## src/rtl/vga_scan_gen.sv

```systemverilog
// -----------------------------------------------------------------------------
// vga_scan_gen
//   Raster timing generator for the SubAdventure display path. Produces the
//   hcount/vcount/blank scan interface consumed by the draw modules, hsync and
//   vsync for the VGA connector, a pixel-rate strobe and a once-per-frame tick.
//   Default timing is 640x480 @ 60 Hz with a 25 MHz pixel rate from 50 MHz clk.
//
// Ports
//   clk          in   system clock
//   rst          in   synchronous reset, active-high
//   hcount       out  signed [10:0] current pixel column, 0..H_TOTAL-1
//   vcount       out  signed [10:0] current line, 0..V_TOTAL-1
//   blank        out  high outside the visible region
//   hsync        out  horizontal sync, active-low
//   vsync        out  vertical sync, active-low
//   pix_tick     out  one-clk pulse on the clk at whose end the counters advance
//   frame_tick   out  one-clk pulse on the clk the counters first read (0,0)
//   frame_count  out  [15:0] frames since reset, wraps (VGA_FRAME_COUNT_EN only)
//
// Optional feature macro: VGA_FRAME_COUNT_EN adds the frame_count output.
// -----------------------------------------------------------------------------
module vga_scan_gen #(
  parameter int CLK_DIV   = 2,
  parameter int H_VISIBLE = 640,
  parameter int H_FP      = 16,
  parameter int H_SYNC    = 96,
  parameter int H_BP      = 48,
  parameter int V_VISIBLE = 480,
  parameter int V_FP      = 10,
  parameter int V_SYNC    = 2,
  parameter int V_BP      = 33
) (
  input  logic               clk,
  input  logic               rst,
  output logic signed [10:0] hcount,
  output logic signed [10:0] vcount,
  output logic               blank,
  output logic               hsync,
  output logic               vsync,
  output logic               pix_tick,
  output logic               frame_tick
`ifdef VGA_FRAME_COUNT_EN
  ,
  output logic [15:0]        frame_count
`endif
);

  localparam int H_TOTAL = H_VISIBLE + H_FP + H_SYNC + H_BP;
  localparam int V_TOTAL = V_VISIBLE + V_FP + V_SYNC + V_BP;
  localparam int DIV_W   = (CLK_DIV > 1) ? $clog2(CLK_DIV) : 1;

  localparam logic [DIV_W-1:0] DIV_LAST = DIV_W'(CLK_DIV - 1);
  localparam logic [10:0] H_LAST   = 11'(H_TOTAL - 1);
  localparam logic [10:0] V_LAST   = 11'(V_TOTAL - 1);
  localparam logic [10:0] H_VIS    = 11'(H_VISIBLE);
  localparam logic [10:0] V_VIS    = 11'(V_VISIBLE);
  localparam logic [10:0] HS_START = 11'(H_VISIBLE + H_FP);
  localparam logic [10:0] HS_END   = 11'(H_VISIBLE + H_FP + H_SYNC);
  localparam logic [10:0] VS_START = 11'(V_VISIBLE + V_FP);
  localparam logic [10:0] VS_END   = 11'(V_VISIBLE + V_FP + V_SYNC);

  logic [DIV_W-1:0] div_q, div_d;
  logic [10:0]      h_q, h_d;
  logic [10:0]      v_q, v_d;
  logic             pix_q;
  logic             blank_q, blank_d;
  logic             hsync_q, hsync_d;
  logic             vsync_q, vsync_d;
  logic             frame_q, frame_d;

  // Next-state: divider phase, raster position and the decodes of the *next*
  // position, so every registered decode lines up with the counts it describes.
  always_comb begin
    div_d = (div_q == DIV_LAST) ? '0 : div_q + DIV_W'(1);

    h_d = h_q;
    v_d = v_q;
    // pix_q is high during the last divider phase; the counters step at its end.
    if (pix_q) begin
      if (h_q == H_LAST) begin
        h_d = 11'd0;
        if (v_q == V_LAST) begin
          v_d = 11'd0;
        end else begin
          v_d = v_q + 11'd1;
        end
      end else begin
        h_d = h_q + 11'd1;
      end
    end else begin
      h_d = h_q;
    end

    blank_d = (h_d >= H_VIS) | (v_d >= V_VIS);
    hsync_d = ~((h_d >= HS_START) & (h_d < HS_END));
    vsync_d = ~((v_d >= VS_START) & (v_d < VS_END));
    // Only a real advance onto (0,0) counts, never the post-reset (0,0).
    frame_d = pix_q & (h_d == 11'd0) & (v_d == 11'd0);
  end

  // State and registered outputs; reset wins over divider phase.
  always_ff @(posedge clk) begin
    if (rst) begin
      div_q   <= '0;
      pix_q   <= 1'b0;
      h_q     <= 11'd0;
      v_q     <= 11'd0;
      blank_q <= 1'b0;
      hsync_q <= 1'b1;
      vsync_q <= 1'b1;
      frame_q <= 1'b0;
    end else begin
      div_q   <= div_d;
      pix_q   <= (div_d == DIV_LAST);
      h_q     <= h_d;
      v_q     <= v_d;
      blank_q <= blank_d;
      hsync_q <= hsync_d;
      vsync_q <= vsync_d;
      frame_q <= frame_d;
    end
  end

`ifdef VGA_FRAME_COUNT_EN
  logic [15:0] fcount_q;

  // Frame counter for animation phase; natural 16-bit wrap.
  always_ff @(posedge clk) begin
    if (rst) begin
      fcount_q <= 16'd0;
    end else if (frame_d) begin
      fcount_q <= fcount_q + 16'd1;
    end else begin
      fcount_q <= fcount_q;
    end
  end

  assign frame_count = fcount_q;
`endif

  assign hcount     = $signed(h_q);
  assign vcount     = $signed(v_q);
  assign blank      = blank_q;
  assign hsync      = hsync_q;
  assign vsync      = vsync_q;
  assign pix_tick   = pix_q;
  assign frame_tick = frame_q;

endmodule
```

## config.mk

```make
export PLATFORM = sky130hd
export DESIGN_NAME = vga_scan_gen
export DESIGN_NICKNAME = d
export VERILOG_FILES = /design/src/rtl/vga_scan_gen.sv
export SDC_FILE = /design/constraint.sdc
export NUM_CORES = 1
export LEC_CHECK = 0
export ABC_AREA = 1
export CAP_MARGIN = 30
export CORE_ASPECT_RATIO = 0.6
export CORE_MARGIN = 3
export CORE_UTILIZATION = 48
export DETAILED_ROUTE_END_ITERATION = 16
export PLACE_DENSITY = 0.79
export SLEW_MARGIN = 10
export SYNTH_ARGS = -nofsm -noshare
export SYNTH_HDL_FRONTEND = slang
export SYNTH_SLANG_ARGS = --single-unit
export TNS_END_PERCENT = 10
```

## constraint.sdc

```tcl
create_clock -name clk -period 1.5 [get_ports clk]
set_clock_uncertainty 0.05 [all_clocks]
set_input_delay 0.3 -clock clk [delete_from_list [all_inputs] [get_ports clk]]
set_output_delay 0.3 -clock clk [all_outputs]
set_load 0.01 [all_outputs]
```

==> flow_summary.json, run 1 <==
{
  "die_area_um2": 4350,
  "area_growth_syn_to_layout_pct": 61.5,
  "drc_errors": 0,
  "nFillCells": 196,
  "die_h_um": 52.3,
  "power_mw": 1.28,
  "crit_chain": "ha_4, nand2_2, nor2_2, nand3_1, nor2_1, nand4_1, nand2_2, nand2_1, nor2_1, nand3_1, nor2_1",
  "io_pins": 29,
  "slew_headroom_pct": 77.1,
  "synthCells": 280,
  "cts_buffer_depth": 2,
  "core_area_um2": 3340,
  "crit_top_cell": "nor2_1",
  "grt_usage_pct": 26.0,
  "post-route-util_pct": 82.8,
  "cts_root_buffer": "clkbuf_8",
  "cts_buffers": 3,
  "max_freq_ghz": 0.549,
  "critPathTopFamily": "simple AND/OR/NAND/NOR gates",
  "routed_via_density": 5.47,
  "antenna_cells": 0,
  "cp_slowest_stage_delay_ns": 0.37,
  "syn_nets": 285,
  "violations": "setup timing",
  "run_status": "finished, violations left",
  "clock_latency_ns": 0.29,
  "crit_type": "flop to flop",
  "grt_max_degree": 18,
  "dp.cells": 403,
  "grt_pass1_wl_um": 8820,
  "wl_per_cell_um": 15.8,
  "setup_violations": 14,
  "yosysWarnings": 0,
  "ys_seq_area_share_pct": 31.5,
  "arrival_ns": 2.01,
  "rows": 16,
  "cts_tree": "yes",
  "layout-drive-gt1-share_pct": 41.3,
  "post-place-ws_ns": -0.266,
  "fin_crit_ns": 1.82,
  "overflow": 0,
  "end_kind": "flop",
  "start_util_pct": 51.3,
  "crit_buf_inv": 0,
  "clkSinkCount": 27,
  "slew_viol_final": 0,
  "fin_hold_ws_ns": 0.596,
  "ant_nets": 0,
  "setup_slack_ns": -0.322,
  "clkTransAtPathRegs_ns": 0.11,
  "post-route-period-util_pct": 121,
  "finalNonFillerCells": 413,
  "syn_area_um2": 1710,
  "ys_ff_latch": 27,
  "hold_violations": 0,
  "gp_congestion": 0.977,
  "leakage_nw": 1.34,
  "rsz0062_at_grt": "true",
  "cap_viol_max_count": 0,
  "cts_hold_buffers": 0,
  "grt_pass1_vias": 1822,
  "hp-class": "flop to flop",
  "cp-start-kind": "flop",
  "worst_pin_slew_ns": 0.342,
  "finalNetCount": 374,
  "wl_um": 6540,
  "p_per_area_nw_per_um2": 461,
  "antenna_found_initial": 0,
  "required_ns": 1.68,
  "dr.pass1.iters": 5,
  "drt_iter0_drc": 262,
  "htree_num_levels": 1,
  "synth_cell_type_count": 25,
  "synth_area_per_cell_um2": 6.12,
  "peakVddDrop_v": 0.000476,
  "io_buffers": 28,
  "hpwl_um": 4260,
  "cp_slowest_cell": "dfxtp_4",
  "route.vias.total": 2260,
  "die_width_um": 83.2,
  "cp_max_fo": 4
}
flip-flops by register name, summed over array words and instances, names as in the netlist:
register    flops
hsync           1
frame_tick      1
blank           1
vsync           1
pix_tick        1
vcount         11
hcount         11
final cells by class:
type	count	area, µm²	area share [%]
clock buffers	3	41.3	1.49
clock inverters	1	8.76	0.316
inverters	41	171	6.19
multi-input cells	207	1180	42.5
flip-flops and latches	27	598	21.6
well taps	45	56.3	2.03
repair buffers	89	714	25.8
repair_timing:
item / CTS / global route
setup endpoints to repair: 37 / 17
resized for setup: 59 / 41
pin swaps: 4 / 18
setup buffers: 2 / 4
tightest hold or removal path: cells and delay by family, from the launching register on:
| kind | cells | cell delay [ns] |
|---|---|---|
| flip-flops | 1 | 0.40 |
| AND/OR/NAND/NOR | 3 | 0.16 |
| buffers and inverters | 1 | 0.06 |
worst paths after layout:
check	slack (ns)	start	endpoint	depth (start not counted)
max	-0.32	hcount[1]	frame_tick	11
min	0.60	hcount[2]	hcount[2]	4
max reg2reg	-0.32	hcount[1]	frame_tick	11
min reg2reg	0.60	hcount[2]	hcount[2]	4
cell usage in the layout (no fill, tap or decap), drive strengths merged:
master / instances
a21oi: 4
buf: 65
o21ai: 3
inv: 40
or2: 1
clkdlybuf4s50: 2
xor2: 1
nor3b: 1
o21bai: 1
clkdlybuf4s15: 1
a21boi: 1
nand3: 27
nand4: 12
dlygate4sd2: 21
clkinv: 2
nor2: 64
clkbuf: 3
nor3: 9
nand2: 80
dfxtp: 27
ha: 3
per-layer routing:
| layer | up-vias | track usage, % | wire length, µm |
|---|---|---|---|
| li1 | 1055 | - | - |
| met5 | - | 0 | 0 |
| met1 | 1024 | 35.5 | 2870 |
| met2 | 152 | 38.8 | 2720 |
| met4 | 0 | 5.71 | 175 |
| met3 | 29 | 9.89 | 774 |
cell usage after synthesis:
| cell type | n | area, µm² |
|---|---|---|
| a21boi_0 | 1 | 7.51 |
| nor2_2 | 7 | 43.8 |
| nand3_2 | 2 | 20.0 |
| o21ai_0 | 3 | 15.0 |
| nand2_2 | 5 | 31.3 |
| nand4_1 | 12 | 75.1 |
| xor2_1 | 1 | 8.76 |
| o21bai_1 | 1 | 7.51 |
| nor3_4 | 1 | 16.3 |
| nor2_4 | 2 | 22.5 |
| nand3_4 | 1 | 17.5 |
| nor3_1 | 8 | 40.0 |
| clkbuf_1 | 3 | 11.3 |
| clkinv_2 | 1 | 5.00 |
| nand2_1 | 75 | 282 |
| nor3b_1 | 1 | 7.51 |
| inv_2 | 6 | 22.5 |
| or2_1 | 1 | 6.26 |
| inv_1 | 34 | 128 |
| dfxtp_1 | 27 | 541 |
| buf_6 | 2 | 22.5 |
| nor2_1 | 55 | 206 |
| ha_1 | 3 | 37.5 |
| nand3_1 | 24 | 120 |
| a21oi_1 | 4 | 20.0 |
per-stage QoR:
stage	instance area [µm²]	setup TNS (ns)
5_1_grt	2770	-3.28
6_report	2770	-2.17
2_1_floorplan	1770	-0.0572
4_1_cts	2600	-0.848
3_5_place_dp	2480	-0.985
3_3_place_gp	2480	-0.753
logic make-up after synthesis:
kind of cell	synth area share [%]
compound gates	2.92
buf+inv	11.0
xor+xnor	0.511
simple gates	51.8
flops	31.5
fa+ha+maj	2.19
where the power goes:
group          total (mW)  internal [mW]  switching [mW]
registers           0.719          0.708          0.0114
logic              0.0986         0.0437          0.0549
clock network       0.458          0.196           0.262
total                1.28          0.947           0.328
No activity file was read; power rests on OpenSTA's default activity.
==> run 2, diff against run 1 <==
--- a/config.mk
+++ b/config.mk
@@ -7,7 +7,7 @@
 export LEC_CHECK = 0
 export ABC_AREA = 1
 export CAP_MARGIN = 30
-export CORE_ASPECT_RATIO = 0.6
+export CORE_ASPECT_RATIO = 1.1
 export CORE_MARGIN = 3
 export CORE_UTILIZATION = 48
 export DETAILED_ROUTE_END_ITERATION = 16
==> run 2 against run 1 <==
Net effect:
- the run still ends with setup timing left
- cell count rose by 1.7%
- fmax fell by 5.9%
- core utilization fell by 0.079 points
- total power fell by 8.5%
- largest cell class unchanged
- largest power group unchanged
==> flow_summary.json, run 2 (synthesized netlist as in run 1, its figures left out) <==
{
  "grt_max_degree": 15,
  "grt_pass1_vias": 1926,
  "layout-drive-gt1-share_pct": 42.2,
  "clkTransAtPathRegs_ns": 0.15,
  "worstRegToRegCells": 11,
  "p_comb_share_pct": 8.5,
  "rsz0062_at_grt": "true",
  "setup_slack_ns": -0.437,
  "hpwl_um": 3940,
  "route.vias.total": 2296,
  "die_area_um2": 4320,
  "power_mw": 1.17,
  "arrival_ns": 2.17,
  "post-route-period-util_pct": 129,
  "area_growth_syn_to_layout_pct": 63.4,
  "io_buffers": 28,
  "finalInstanceArea_um2": 2800,
  "nFillCells": 208,
  "antenna_found_initial": 0,
  "required_ns": 1.73,
  "regToRegSetupSlack_ns": -0.44,
  "p_switching_uw": 314,
  "grt_usage_pct": 24.9,
  "die_width_um": 63.0,
  "worst_pin_slew_ns": 0.368,
  "cts_root_buffer": "clkbuf_4",
  "finalNetCount": 378,
  "swShare_pct": 26.9,
  "die_h_um": 68.7,
  "hold_violations": 0,
  "drc_errors": 0,
  "leakage_nw": 1.33,
  "mostFrequentLayoutCells": "nand2_1, buf_4, nor2_1",
  "start_util_pct": 50.6,
  "io_pins": 29,
  "max_freq_ghz": 0.516,
  "overflow": 0,
  "cts_tree": "yes",
  "end_kind": "flop",
  "cap_viol_max_count": 0,
  "fin_crit_ns": 1.94,
  "peakVddDrop_v": 0.000386,
  "min_to": "hcount[1]",
  "pwr-share-seq_pct": 61.0,
  "drt_iter0_drc": 301,
  "clkSinkCount": 27,
  "slew_headroom_pct": 75.3,
  "htree_num_levels": 1,
  "run_status": "finished, violations left",
  "gp_congestion": 0.981,
  "setup_violations": 13,
  "clockPowerShare_pct": 30.5,
  "core_area_um2": 3390,
  "r2r-start": "hcount[5]",
  "cts_hold_buffers": 0,
  "routed_via_density": 5.47,
  "cts_buffer_depth": 2,
  "crit_type": "flop to flop",
  "dr.pass1.iters": 5,
  "rows": 22,
  "hold_depth": 2,
  "hp-class": "flop to flop",
  "dpl_cell_area_um2": 2510,
  "slew_viol_final": 0,
  "r2r-end": "frame_tick",
  "final_common_cell": "nand2_1",
  "p_per_area_nw_per_um2": 417,
  "grt_pass1_wl_um": 8570,
  "p_int_uw": 854,
  "wl_um": 6590,
  "cts_buffers": 3,
  "cp_max_fo": 5,
  "antenna_cells": 0,
  "wl_per_cell_um": 15.7,
  "cp-start-kind": "flop",
  "hold_path.startpoint": "pix_tick",
  "ant_nets": 0,
  "violations": "setup timing",
  "clock_latency_ns": 0.35
}
==> run 2: changes by cell type in the layout (fill, tap and decap cells not counted), moves of 4 or more <==
| cell | delta |
|---|---|
| nand3_2 | +4 |
| dfxtp_4 | +4 |
| clkdlybuf4s15_1 | +8 |
| dfxtp_2 | -4 |
| nor2_2 | +4 |
| nand2_2 | -8 |
| nand2_1 | +7 |
| dlygate4sd2_1 | -7 |
==> run 2: layout make-up <==
type	count	area, µm²	share of cell area [%]
multi-input combinational	208	1200	42.8
timing repair buffer	92	744	26.6
sequential	27	608	21.7
inverter	41	164	5.85
tap	48	60.1	2.14
clock buffer	4	26.3	0.938
==> run 2: power by group through the flow <==
stage / Combinational, mW / Sequential, mW / Clock [mW]
after CTS: 0.0910 / 0.719 / 0.336
after global routing: 0.108 / 0.714 / 0.369
final: 0.0996 / 0.712 / 0.356
after global placement: 0.0912 / 0.752 / 0
after detailed placement: 0.0933 / 0.752 / 0
after floorplan: 0.0386 / 0.757 / 0
==> run 2: timing repair <==
item                       4_1_cts  5_1_grt
setup buffers                    2        4
gates resized for setup         59       60
pin swaps                        2       21
cloned                           0        1
setup endpoints to repair       38       28
==> run 2: stage by stage <==
stage / setup WS [ns] / hold slack (ns) / utilization (%) / TNS, ns / cells
floorplan: -0.0265 / 0.482 / - / -0.0572 / 280
global placement: -0.216 / 0.566 / 74.1 / -0.615 / 409
detailed placement: -0.243 / 0.588 / 74.1 / -0.880 / 409
CTS: -0.225 / 0.588 / 76.4 / -0.696 / 415
global route: -0.556 / 0.629 / 82.7 / -3.72 / 420
finish: -0.437 / 0.596 / 82.7 / -2.68 / 420
==> run 2: worst max-delay path by stage <==
stage	start	endpoint	slack [ns]	depth (start not counted)
floorplan	hcount[1]	vsync	-0.03	12
global placement	rst	frame_tick	-0.22	8
detailed placement	rst	frame_tick	-0.24	8
CTS	hcount[1]	frame_tick	-0.22	11
global route	hcount[5]	vsync	-0.56	12
finish	hcount[5]	frame_tick	-0.44	11
==> run 2: worst max-delay path, stage by stage (launching register included) <==
cell and delay [ns]:
dfxtp_4 0.40, nor2_1 0.20, nand2_2 0.12, inv_2 0.12, nand3_4 0.16, nand2_2 0.11, nand2_1 0.06, nor2_2 0.16
nand3_1 0.10, nor2_1 0.17, nand3_1 0.10, nor2_1 0.12
==> run 2: routing by layer <==
layer | global-route usage, % | part of all wire (%)
met4 | 8.26 | 5.3
met5 | 0 | 0
met2 | 45.6 | 47
met3 | 4.38 | 8.5
met1 | 29.9 | 39
==> run 3, diff against run 2 <==
--- a/config.mk
+++ b/config.mk
@@ -12,6 +12,7 @@
 export CORE_UTILIZATION = 48
 export DETAILED_ROUTE_END_ITERATION = 16
 export PLACE_DENSITY = 0.79
+export SKIP_CTS_REPAIR_TIMING = 1
 export SLEW_MARGIN = 10
 export SYNTH_ARGS = -nofsm -noshare
 export SYNTH_HDL_FRONTEND = slang
==> run 3 against run 2 <==
Net effect:
- the flow still finishes with violations (setup timing)
- total power down 0.75%
- combinational power about the same
- global-route usage down 0.59 points
- cell count rose by 0.48%
- wire length grew 7.0%
- final area is 3.9% higher
- sequential power about the same
- flip-flop and latch count unchanged
- first-iteration DRC count shrank 4.7%
- critical path depth unchanged
- largest power group unchanged
==> flow_summary.json, run 3 (synthesized netlist as in run 1, its figures left out) <==
{
  "run_status": "finished, violations left",
  "violations": "setup timing",
  "cts_buffers": 3,
  "slew_viol_final": 0,
  "finalSetupTns_ns": -2.57,
  "fin_hold_ws_ns": 0.606,
  "grt_pass1_vias": 1949,
  "nFillCells": 188,
  "die_h_um": 68.7,
  "antenna_found_initial": 0,
  "regArea_um2": 609,
  "multi_input_area_um2": 1210,
  "cp_slowest_cell": "dfxtp_4",
  "fin_crit_ns": 1.93,
  "final_common_cell": "nand2_1",
  "slew_headroom_pct": 67.6,
  "wl_um": 7050,
  "cts_tree": "yes",
  "finalInstanceArea_um2": 2910,
  "cts_buffer_depth": 2,
  "area_growth_syn_to_layout_pct": 69.8,
  "antenna_cells": 0,
  "r2r-start": "hcount[5]",
  "overflow": 0,
  "required_ns": 1.74,
  "grt_pass1_wl_um": 8400,
  "worst_pin_slew_ns": 0.482,
  "htree_num_levels": 1,
  "max_freq_ghz": 0.517,
  "post-route-period-util_pct": 129,
  "peakVddDrop_v": 0.000428,
  "cts_root_buffer": "clkbuf_4",
  "hp-class": "flop to flop",
  "dpl_cell_area_um2": 2510,
  "drt_iter0_drc": 287,
  "hold_violations": 0,
  "cp-start-kind": "flop",
  "cap_viol_max_count": 0,
  "grt_usage_pct": 24.3,
  "worstRegToRegCells": 11,
  "die_width_um": 63.0,
  "min_to": "hcount[1]",
  "io_pins": 29,
  "cp_max_fo": 5,
  "r2r-end": "frame_tick",
  "grt_max_degree": 15,
  "post-place-ws_ns": -0.243,
  "gp_congestion": 0.981,
  "end_kind": "flop",
  "rows": 22,
  "finalNetCount": 380,
  "cp_slowest_stage_delay_ns": 0.41,
  "regToRegSetupSlack_ns": -0.43,
  "arrival_ns": 2.17,
  "clkSinkCount": 27,
  "hold_depth": 2,
  "clock_latency_ns": 0.34,
  "drc_errors": 0,
  "p_per_area_nw_per_um2": 398,
  "layout-drive-gt1-share_pct": 42.0,
  "route.vias.total": 2352,
  "setup_violations": 14,
  "die_area_um2": 4320,
  "rsz0062_at_grt": "true",
  "wl_per_cell_um": 16.7,
  "crit_type": "flop to flop",
  "crit_chain": "nor2_1, nand2_2, inv_2, nand3_4, nand2_1, nand2_1, nor2_2, nand3_1, nor2_1, nand3_1, nor2_1",
  "hold_path.startpoint": "pix_tick",
  "crit_top_cell": "nor2_1",
  "start_util_pct": 50.6,
  "leakage_nw": 1.68,
  "core_area_um2": 3390,
  "clkTransAtPathRegs_ns": 0.16,
  "setup_slack_ns": -0.434,
  "routed_via_density": 5.57,
  "hpwl_um": 3940,
  "ant_nets": 0,
  "mostFrequentLayoutCells": "nand2_1, buf_4, nor2_1",
  "io_buffers": 28,
  "dr.pass1.iters": 6
}
==> run 3: cell types whose count changed in the layout (fill, tap and decap cells not counted), sizes merged <==
cell / delta
buf: +1
clkbuf: -2
clkdlybuf4s15: -9
dlygate4sd2: -14
dlymetal6s2s: +26
==> run 3: per-stage QoR <==
stage                     total power [mW]  util (%)  std cells
after detailed placement             0.846      74.1        409
after global placement               0.843      74.1        409
after floorplan                      0.796         -        280
after CTS                             1.17      74.9        413
after global routing                  1.19      86.0        422
final                                 1.16      86.0        422
==> run 3: power breakdown <==
group | leakage (nW) | internal (mW) | switching [mW] | total (mW)
Sequential | 0.234 | 0.701 | 0.0109 | 0.712
Combinational | 1.44 | 0.0489 | 0.0526 | 0.101
Clock | 0.0150 | 0.105 | 0.240 | 0.345
==> run 3: final cells by class <==
type | count | share of cell area [%]
Inverter | 41 | 5.55
Sequential cell | 27 | 20.9
Clock buffer | 4 | 0.903
Multi-Input combinational cell | 208 | 41.6
Timing Repair Buffer | 94 | 28.9
Tap cell | 48 | 2.06
==> run 3: per-layer routing <==
layer  vias to the layer above  track usage, %  share of wire [%]
li1                       1065               -                  -
met1                      1054            30.2                 37
met2                       179            42.8                 47
met3                        54            4.54                 10
met4                         0            8.54                5.4
met5                         -               0                  0
==> run 3: how the worst max path moves through the flow <==
| stage | cells past startpoint | to | slack, ns | start |
|---|---|---|---|---|
| after global routing | 9 | frame_tick | -0.47 | vcount[8] |
| after floorplan | 12 | vsync | -0.03 | hcount[1] |
| after detailed placement | 8 | frame_tick | -0.24 | rst |
| after CTS | 2 | hcount[7] | -0.44 | hcount[7] |
| after global placement | 8 | frame_tick | -0.22 | rst |
| final | 11 | frame_tick | -0.43 | hcount[5] |
==> run 3: critical path: cells and delay by family, from the launching register on <==
kind	cells	cell delay, ns
flip-flops	1	0.41
AND/OR/NAND/NOR	10	1.31
buffers and inverters	1	0.11
